--- config.mk ---
export PLATFORM = sky130hd
export DESIGN_NAME = pixel_stream_tx_flat
export DESIGN_NICKNAME = d
export VERILOG_FILES = /design/src/rtl/pixel_stream_tx_if.sv /design/src/rtl/pixel_stream_tx.sv /design/src/flat_wrapper.sv
export SDC_FILE = /design/constraint.sdc
export NUM_CORES = 1
export LEC_CHECK = 0
export CAP_MARGIN = 0
export CORE_AREA = 2 2 139 141
export CTS_CLUSTER_SIZE = 20
export DETAILED_ROUTE_END_ITERATION = 12
export DIE_AREA = 0 0 141 143
export GPL_ROUTABILITY_DRIVEN = 0
export PLACE_DENSITY = 0.67
export SETUP_SLACK_MARGIN = 0.3
export SYNTH_ARGS = -nofsm -noshare
export SYNTH_HDL_FRONTEND = slang
export SYNTH_SLANG_ARGS = --single-unit
--- constraint.sdc ---
create_clock -name Clk -period 4.7 [get_ports Clk]
set_input_delay 1.175 -clock Clk [delete_from_list [all_inputs] [get_ports Clk]]
set_output_delay 1.175 -clock Clk [all_outputs]
set_load 0.01 [all_outputs]
--- src/rtl/pixel_stream_tx_if.sv ---
// Pixel stream bus: upstream pixel handshake into the transmitter and the
// registered video stream out of it.
interface pixel_stream_tx_if;
  logic [7:0] InData;
  logic       InValid;
  logic       InReady;
  logic [7:0] PixelOut;
  logic       FrameOut;
  logic       LineOut;

  modport slave (
    input  InData, InValid,
    output InReady, PixelOut, FrameOut, LineOut
  );

  modport master (
    output InData, InValid,
    input  InReady, PixelOut, FrameOut, LineOut
  );
endinterface

--- src/rtl/pixel_stream_tx.sv ---
// Frame transmitter: buffers upstream pixels in a FIFO and streams Width x Height
// frames with HBLANK blank cycles after each line. Optional test pattern: PIXEL_STREAM_TX_TEST_PATTERN_EN.
module pixel_stream_tx #(
  parameter int DEPTH  = 16,
  parameter int HBLANK = 4
) (
  input  logic              Clk,
  input  logic              nReset,
  pixel_stream_tx_if.slave  bus,
  input  logic              Start,
  input  logic [7:0]        Width,
  input  logic [7:0]        Height,
  input  logic              TestMode,
  output logic              Busy,
  output logic              FrameDone,
  output logic              Underrun
);

  localparam int AW = $clog2(DEPTH);
  localparam int BW = (HBLANK > 1) ? $clog2(HBLANK) : 1;

  typedef enum logic [1:0] {IDLE, LINE, BLANK} state_e;

  // FIFO
  logic [7:0]    mem [DEPTH];
  logic [AW-1:0] wr_q, rd_q;
  logic [AW:0]   cnt_q;
  logic          fifo_full, fifo_empty, push, pop;

  assign fifo_full   = (cnt_q == (AW+1)'(DEPTH));
  assign fifo_empty  = (cnt_q == '0);
  assign bus.InReady = ~fifo_full;
  assign push        = bus.InValid & ~fifo_full;

  // NOTE: storage is deliberately not reset; the pointers and count define validity.
  always_ff @(posedge Clk) begin
    if (push) mem[wr_q] <= bus.InData;
  end

  always_ff @(posedge Clk or negedge nReset) begin
    if (!nReset) begin
      wr_q  <= '0;
      rd_q  <= '0;
      cnt_q <= '0;
    end else begin
      if (push) wr_q <= wr_q + AW'(1);
      if (pop)  rd_q <= rd_q + AW'(1);
      case ({push, pop})
        2'b10:   cnt_q <= cnt_q + (AW+1)'(1);
        2'b01:   cnt_q <= cnt_q - (AW+1)'(1);
        default: cnt_q <= cnt_q;
      endcase
    end
  end

  // Frame sequencer; a pixel is registered on the same edge that selects its column.
  state_e        state_q, state_d;
  logic [7:0]    col_q, col_d, row_q, row_d;
  logic [7:0]    width_q, width_d, height_q, height_d;
  logic [BW-1:0] blank_q, blank_d;
  logic [7:0]    pix_q, pix_d;
  logic          frame_q, frame_d, line_q, line_d;
  logic          done_q, done_d, underrun_q, underrun_d;
  logic          emit, pat_mode;

`ifdef PIXEL_STREAM_TX_TEST_PATTERN_EN
  logic tm_q, tm_d;
`else
  logic unused_test_mode;
  assign unused_test_mode = TestMode;
`endif

  // NOTE: every signal gets a default first so no path can infer a latch.
  always_comb begin
    state_d    = state_q;
    col_d      = col_q;
    row_d      = row_q;
    blank_d    = blank_q;
    width_d    = width_q;
    height_d   = height_q;
`ifdef PIXEL_STREAM_TX_TEST_PATTERN_EN
    tm_d       = tm_q;
`endif
    emit       = 1'b0;
    pop        = 1'b0;
    pix_d      = '0;
    frame_d    = 1'b0;
    line_d     = 1'b0;
    done_d     = 1'b0;
    underrun_d = underrun_q;

    case (state_q)
      IDLE: begin
        if (Start && (Width != '0) && (Height != '0)) begin
          width_d    = Width;
          height_d   = Height;
`ifdef PIXEL_STREAM_TX_TEST_PATTERN_EN
          tm_d       = TestMode;
`endif
          underrun_d = 1'b0;
          state_d    = LINE;
          col_d      = '0;
          row_d      = '0;
          emit       = 1'b1;
        end
      end
      LINE: begin
        if (col_q == width_q - 8'd1) begin
          state_d = BLANK;
          blank_d = '0;
        end else begin
          col_d = col_q + 8'd1;
          emit  = 1'b1;
        end
      end
      BLANK: begin
        if (blank_q == BW'(HBLANK - 1)) begin
          col_d = '0;
          if (row_q == height_q - 8'd1) begin
            state_d = IDLE;
            row_d   = '0;
            done_d  = 1'b1;
          end else begin
            state_d = LINE;
            row_d   = row_q + 8'd1;
            emit    = 1'b1;
          end
        end else begin
          blank_d = blank_q + BW'(1);
        end
      end
      default: state_d = IDLE;
    endcase

`ifdef PIXEL_STREAM_TX_TEST_PATTERN_EN
    pat_mode = tm_d;
`else
    pat_mode = 1'b0;
`endif

    if (emit) begin
      line_d  = (col_d == '0);
      frame_d = (col_d == '0) && (row_d == '0);
      if (pat_mode) begin
        pix_d = col_d + row_d;
      end else if (fifo_empty) begin
        underrun_d = 1'b1;
      end else begin
        pix_d = mem[rd_q];
        pop   = 1'b1;
      end
    end
  end

  always_ff @(posedge Clk or negedge nReset) begin
    if (!nReset) begin
      state_q    <= IDLE;
      col_q      <= '0;
      row_q      <= '0;
      blank_q    <= '0;
      width_q    <= '0;
      height_q   <= '0;
      pix_q      <= '0;
      frame_q    <= 1'b0;
      line_q     <= 1'b0;
      done_q     <= 1'b0;
      underrun_q <= 1'b0;
`ifdef PIXEL_STREAM_TX_TEST_PATTERN_EN
      tm_q       <= 1'b0;
`endif
    end else begin
      state_q    <= state_d;
      col_q      <= col_d;
      row_q      <= row_d;
      blank_q    <= blank_d;
      width_q    <= width_d;
      height_q   <= height_d;
      pix_q      <= pix_d;
      frame_q    <= frame_d;
      line_q     <= line_d;
      done_q     <= done_d;
      underrun_q <= underrun_d;
`ifdef PIXEL_STREAM_TX_TEST_PATTERN_EN
      tm_q       <= tm_d;
`endif
    end
  end

  assign bus.PixelOut = pix_q;
  assign bus.FrameOut = frame_q;
  assign bus.LineOut  = line_q;
  assign Busy         = (state_q != IDLE);
  assign FrameDone    = done_q;
  assign Underrun     = underrun_q;

endmodule
--- src/flat_wrapper.sv ---
// flat-port wrapper written by rule: the top's interface ports become plain ports
module pixel_stream_tx_flat 
#(
  parameter int DEPTH  = 16,
  parameter int HBLANK = 4
)
  (Clk, nReset, Start, Width, Height, TestMode, Busy, FrameDone, Underrun, bus_InData, bus_InValid, bus_InReady, bus_PixelOut, bus_FrameOut, bus_LineOut);
  pixel_stream_tx_if bus_i ();
  input  logic Clk;
  input  logic nReset;
  input  logic Start;
  input  logic [7:0] Width;
  input  logic [7:0] Height;
  input  logic TestMode;
  output logic Busy;
  output logic FrameDone;
  output logic Underrun;
  input wire logic [$bits(bus_i.InData)-1:0] bus_InData;
  input wire logic [$bits(bus_i.InValid)-1:0] bus_InValid;
  output wire logic [$bits(bus_i.InReady)-1:0] bus_InReady;
  output wire logic [$bits(bus_i.PixelOut)-1:0] bus_PixelOut;
  output wire logic [$bits(bus_i.FrameOut)-1:0] bus_FrameOut;
  output wire logic [$bits(bus_i.LineOut)-1:0] bus_LineOut;
  assign bus_i.InData = bus_InData;
  assign bus_i.InValid = bus_InValid;
  assign bus_InReady = bus_i.InReady;
  assign bus_PixelOut = bus_i.PixelOut;
  assign bus_FrameOut = bus_i.FrameOut;
  assign bus_LineOut = bus_i.LineOut;
  pixel_stream_tx #(.DEPTH(DEPTH), .HBLANK(HBLANK)) u_core (.Clk(Clk), .nReset(nReset), .bus(bus_i), .Start(Start), .Width(Width), .Height(Height), .TestMode(TestMode), .Busy(Busy), .FrameDone(FrameDone), .Underrun(Underrun));
endmodule
# Word level (Yosys, flattened, before mapping)
# Memory sizes are Yosys's and may differ from the RTL's.
# Index checks and enable logic that the tools add are counted.
# totals
mem_bits_rw,128
register_bits,61
elab_cells,90
mem_count,1
# classes
eq_ne,12
reduce_logical,15
n_addsub,9
bitwise_logic,2
muxes,37
# memory_table
name,depth,width,rd,rd_ports_with_merged_regs,wr,line,rtl
u_core.mem,16,8,1,0,1,pixel_stream_tx.sv:25,logic [7:0] mem [DEPTH];
# op_table
operator,count
$mux W8,8
$pmux W8 S3,1
$mux W1,18
$add A8 B1 Y8 const B,2
$eq A8 B8 Y1,2
$logic_not A8 Y1,2
$pmux W8 S2,1
$reduce_bool A8 Y1,2
$sub A8 B1 Y8 const B,2
$mux W2,5
$pmux W5 S2,1
$add A4 B1 Y4 const B,2
$eq A2 B2 Y1 const B,3
$ne A2 B1 Y1 const B,3
$pmux W2 S3,1
$reduce_and A3 Y1,2
$reduce_bool A2 Y1,3
$add A5 B1 Y5 const B,1
$eq A5 B5 Y1 const B,1
$logic_not A5 Y1,1
$sub A5 B1 Y5 const B,1
$eq A2 B1 Y1 const B,2
$pmux W2 S2,1
$logic_and A1 B1 Y1,3
7 further kinds,7

# Logic depth before layout (Yosys ltp)
# depth
word_depth,8
mapped_depth,20
depth_no_buf,18

# Worst setup path after synthesis
# No wires, ideal clock.
# synth_path
path_type,input port to flip-flop
from,input Height[5]
to,register u_core.cnt_q[4]
arrival_ns,4.158
path_stages,18
setup_slack_ns,0.417
required_time_ns,4.575
path_cell_list,or4_1 -> o21ai_1 -> a21oi_1 -> nand2_1 -> inv_1 -> a311o_1 -> nor2b_1 -> buf_2 -> ha_1 -> clkbuf_1 -> xor2_1 -> ha_1 -> o21ai_0 -> a21oi_1 -> a21oi_1 -> xor2_1 -> nor2_1 -> xor2_1
# synth_between
elab_chain_len,7
# synth_rtl
item,line,rtl
from (decl),flat_wrapper.sv:13,input logic [7:0] Height;
$reduce_bool A8 Y1 (*),pixel_stream_tx.sv:94,if (Start && (Width != '0) && (Height != '0)) begin
$logic_and A1 B1 Y1 (*),pixel_stream_tx.sv:94,
$mux W1 (*),pixel_stream_tx.sv:94,
$pmux W1 S3 (*),pixel_stream_tx.sv:92,case (state_q)
$mux W1 (*),pixel_stream_tx.sv:141,if (emit) begin
net u_core.pop,pixel_stream_tx.sv:28,"logic fifo_full, fifo_empty, push, pop;"
$eq A2 B1 Y1 / $eq A2 B2 Y1 (equally long branches),pixel_stream_tx.sv:48,"case ({push, pop})"
$pmux W5 S2 / $reduce_bool A2 Y1 (equally long branches),-,
to (signal assigned),pixel_stream_tx.sv:49,2'b10: cnt_q <= cnt_q + (AW+1)'(1);
to (signal assigned),pixel_stream_tx.sv:50,2'b01: cnt_q <= cnt_q - (AW+1)'(1);
to (signal assigned),pixel_stream_tx.sv:51,default: cnt_q <= cnt_q;
to (decl),pixel_stream_tx.sv:27,logic [AW:0] cnt_q;
# Mark *: on every way through the listed nets, which the timed path passes. The rest lies on a longest branch.
# A chain may end at the register's enable or synchronous reset.

# Worst setup path in the final report
# layout_path
from,register u_core.height_q[0]
to,register u_core.cnt_q[4]
# layout_between
elab_chain_len,8
# layout_rtl
item,line,rtl
from (decl),pixel_stream_tx.sv:59,"logic [7:0] width_q, width_d, height_q, height_d;"
from (signal assigned),pixel_stream_tx.sv:177,height_q <= height_d;
$sub A8 B1 Y8 (*),pixel_stream_tx.sv:119,if (row_q == height_q - 8'd1) begin
$eq A8 B8 Y1 (*),pixel_stream_tx.sv:119,
$mux W1 (*),pixel_stream_tx.sv:119,
$mux W1 (*),pixel_stream_tx.sv:117,if (blank_q == BW'(HBLANK - 1)) begin
$pmux W1 S3 (*),pixel_stream_tx.sv:92,
$mux W1 (*),pixel_stream_tx.sv:141,
$eq A2 B1 Y1 / $eq A2 B2 Y1 (equally long branches),pixel_stream_tx.sv:48,
$pmux W5 S2 / $reduce_bool A2 Y1 (equally long branches),-,
# Mark *: on every way between the ends. The rest lies on a longest branch, timed or not.

==> results by group <==
Run status
  • Outcome: complete, no violations

CTS
  • # clock sinks: 189
  • CTS buffer count: 17
  • Hold Buf Count CTS: 0
  • TritonCTS clock tree: yes
  • Root Driver: clkbuf_16
  • Post-CTS setup buffers: 0
  • Clk Latency, worst-skew pair: 0.44 ns
  • Cts repair resizes: 0
  • CTS HTree Levels: 4
  • Worst-path clk slew: 0.07 ns
  • Bufs on Longest Clock Path: 2

Worst setup path
  • CP delay by family, top: simple AND/OR/NAND/NOR gates
  • Max incr delay on CP: 0.56 ns
  • Arr. time, crit path: 4.55 ns
  • Cell Chain, Critical Path: or4_4 -> or4_1 -> o311ai_1 -> nor2_1 -> or3_1 -> a311o_1 -> nor2b_1 -> ha_1 -> xor2_1 -> ha_1 -> o21ai_0 -> a21oi_1 -> a21oi_1 -> xor2_1 -> nor2_1 -> xor2_1
  • Crit path capture type: register
  • CP bufs+invs: 0
  • CP max FO: 4
  • Crit Reg-Reg Endpoint: u_core.cnt_q[4]
  • Critical-path top delay cell: or4_4
  • Cell mode on critical path: xor2_1
  • Reg2Reg Depth: 16
  • Critical path required time: 5.02 ns
  • Worst reg2reg startpoint: u_core.height_q[0]
  • Setup CP Type: register to register
  • CP Launch Type: register
  • CP Depth: 16
  • R2r setup slk: 0.47 ns
  • CP endpoint: u_core.cnt_q[4]
  • CP startpoint: u_core.height_q[0]

Global routing
  • First-pass GRT wire length: 26,400 um
  • Vias in the first global route: 4,982
  • Overall Global Routing Usage: 0.174
  • GRT overflow: 0
  • Initial antenna violation count: 0
  • Largest net degree at the start of global routing: 36

Die
  • Initial Utilization: 0.447
  • Die H: 143 um
  • Core area: 18,600 um^2
  • FP Rows: 50
  • Num ports: 43
  • Die X: 141 um
  • Die Area: 20,200 um^2

Routing
  • Via density: 5.58
  • WL final: 16,100 um
  • Wire length per cell: 18.6 um
  • Routed Antenna Nets: 0
  • DRC viols: 0
  • Initial DRC count: 356
  • Met3 routed WL: 594 um
  • Vias after detailed routing: 4,835
  • Top sig layer: met4
  • Met1 wire length: 6950 um
  • Met2 wire len: 8230 um
  • Initial DRT Pass Iterations: 5

Synthesis
  • Synth warn: 0
  • Netlist Area Pre-Place: 8310 um^2
  • Post-synthesis cell count: 576
  • Cell variety after synth: 57
  • Avg Cell Area, Syn: 14.4 um^2
  • Post-synth top area share: 0.463
  • Seq cells post-synth: 189
  • Top FF cell, synth: edfxtp_1
  • Async S/R FF share, synth: 0.323
  • Yosys top cell by area: edfxtp_1
  • Synth area leaders: edfxtp_1 (46%), dfrtp_1 (18%), mux4_2 (11%), nand2_1 (3.1%), ha_1 (2.1%)
  • Number of flops mapped to enable cells by yosys: 128
  • Sequential fraction of the synthesis area: 0.646
  • Total nets after synthesis: 619

Placement
  • Hpwl dp: 11,100 um
  • PortBufs: 41
  • Cells after DPL: 835
  • Dpl cell area: 8990 um^2

STA
  • Worst slew pin tran: 0.925 ns
  • Max-slew violation count: 0
  • Final setup vio count: 0
  • Slew headroom: 0.377
  • Hold Vio Cnt, Final: 0
  • Max Fclk: 236 MHz
  • Final setup TNS: 0 ns
  • Unrepaired setup endpoints after global routing: no
  • Final min period: 4.23 ns
  • Tcrit/Tclk final: 0.900
  • Clk_skew: 0.0134 ns

Cells and area
  • Utilization after layout: 0.518
  • Multi-input gate area: 2750 um^2
  • Share of post-route cells with drive strength above 1: 0.147
  • Layout Area Growth over Synthesis: 15.8%
  • # diodes: 0
  • Final Instance Count excl. Fillers: 867
  • Fill cell count: 1,482
  • Design area: 9620 um^2
  • Layout Nets: 663
  • FF+latch area: 5370 um^2

Pwr
  • P_leak: 3.52 nW
  • Clock power share: 0.253
  • Internal cell power: 3.89 mW
  • Sequential power share: 0.428
  • Sw Pwr: 2.01 mW
  • Combinational Power Share: 0.319
  • Total power: 5.90 mW
  • Power Dens Cells: 614 nW/um^2
  • Net Sw Frac: 0.341
  • Peak supply drop: 308 uV

Min path
  • Hold Path Origin: u_core.cnt_q[4]
  • Type of the worst min-delay path: register to register

Flow run
  • Max-cap violations: 0
==> synthesized netlist by cell type (3+ instances only) <==
master    instances
dfrtp_1          61
ha_1             14
nand3_1           8
xor2_1           15
and2_1           14
mux4_2           40
nor2b_1           5
inv_1            20
a31oi_1           4
nand2_1          69
edfxtp_1        128
nor4_1            7
nand2b_1          7
nor3_1           10
or4_1             4
xnor2_1          16
nor3b_1           6
a211oi_1          3
nor2_1           30
o211ai_1          3
buf_1             7
and3_1            3
a21o_1            4
clkbuf_1         18
o21ai_0          15
o21ai_1           7
nand4_1           9
o21bai_1          3
or3_1             3
a21oi_1           9
==> metal layers <==
| metal | vias up | track usage |
|---|---|---|
| met1 | 2425 | 0.219 |
| met5 | - | 0 |
| li1 | 2255 | - |
| met4 | 0 | 0.0716 |
| met2 | 128 | 0.296 |
| met3 | 27 | 0.0345 |
==> worst min path at each step <==
stage / end / slack (ns) / cells after the start
floorplan: u_core.blank_q[1] / 0.45 / 2
global placement: u_core.blank_q[1] / 0.47 / 2
detailed placement: u_core.Underrun / 0.49 / 1
CTS: u_core.cnt_q[4] / 0.50 / 1
global route: u_core.cnt_q[4] / 0.53 / 1
finish: u_core.cnt_q[4] / 0.50 / 1
==> logic make-up after synthesis <==
logic type                 synth area share
adders and majority gates            0.0211
xor gates and xnor gates             0.0327
and+or+nand+nor                       0.110
buffers and inverters                0.0224
AOI/OAI and AO/OA                    0.0548
muxes                                 0.112
DFF                                   0.646
==> stage by stage <==
stage / setup WS [ns] / hold slack, ns
after floorplan: 0.417 / 0.454
after global placement: 0.186 / 0.470
after detailed placement: 0.104 / 0.495
after CTS: 0.458 / 0.505
after global routing: 0.303 / 0.527
final: 0.469 / 0.505
==> power groups by stage <==
| stage | combinational, mW | clock (mW) | sequential [mW] |
|---|---|---|---|
| final | 1.88 | 1.49 | 2.52 |
| after global routing | 2.06 | 1.59 | 2.59 |
| after CTS | 1.89 | 1.52 | 2.53 |
| after detailed placement | 1.88 | 0 | 2.56 |
| after global placement | 1.81 | 0 | 2.55 |
| after floorplan | 1.53 | 0 | 2.31 |
==> layout by cell type (no fill, tap or decap), types with 4 or more instances in the layout <==
cell               n
edfxtp_1         128
nand2_1           69
dfrtp_1           58
mux4_2            40
clkdlybuf4s50_1   40
nor2_1            30
inv_1             20
clkbuf_16         17
xnor2_1           16
xor2_1            15
o21ai_0           15
and2_1            14
ha_1              14
buf_4             12
nor3_1            10
nand4_1            9
a21oi_1            9
nand3_1            8
nor4_1             7
nand2b_1           7
o21ai_1            7
nor3b_1            6
nor2b_1            5
or4_1              4
a31oi_1            4
a21o_1             4
==> sequential cells by signal, summed over array words and instances (netlist names), 4 cells and up <==
name	cells
u_core.mem	128
u_core.bus.PixelOut	8
u_core.col_q	8
u_core.height_q	8
u_core.row_q	8
u_core.width_q	8
u_core.cnt_q	5
u_core.rd_q	4
u_core.wr_q	4
==> layout make-up <==
cell class,count,share of cell area
Multi-Input combinational cell,339,0.286
Clock buffer,17,0.0442
Sequential cell,189,0.559
Tap cell,234,0.0304
Timing Repair Buffer,53,0.0515
Inverter,20,0.00781
Clock inverter,15,0.0212
Power figures use the tool's default switching activity.
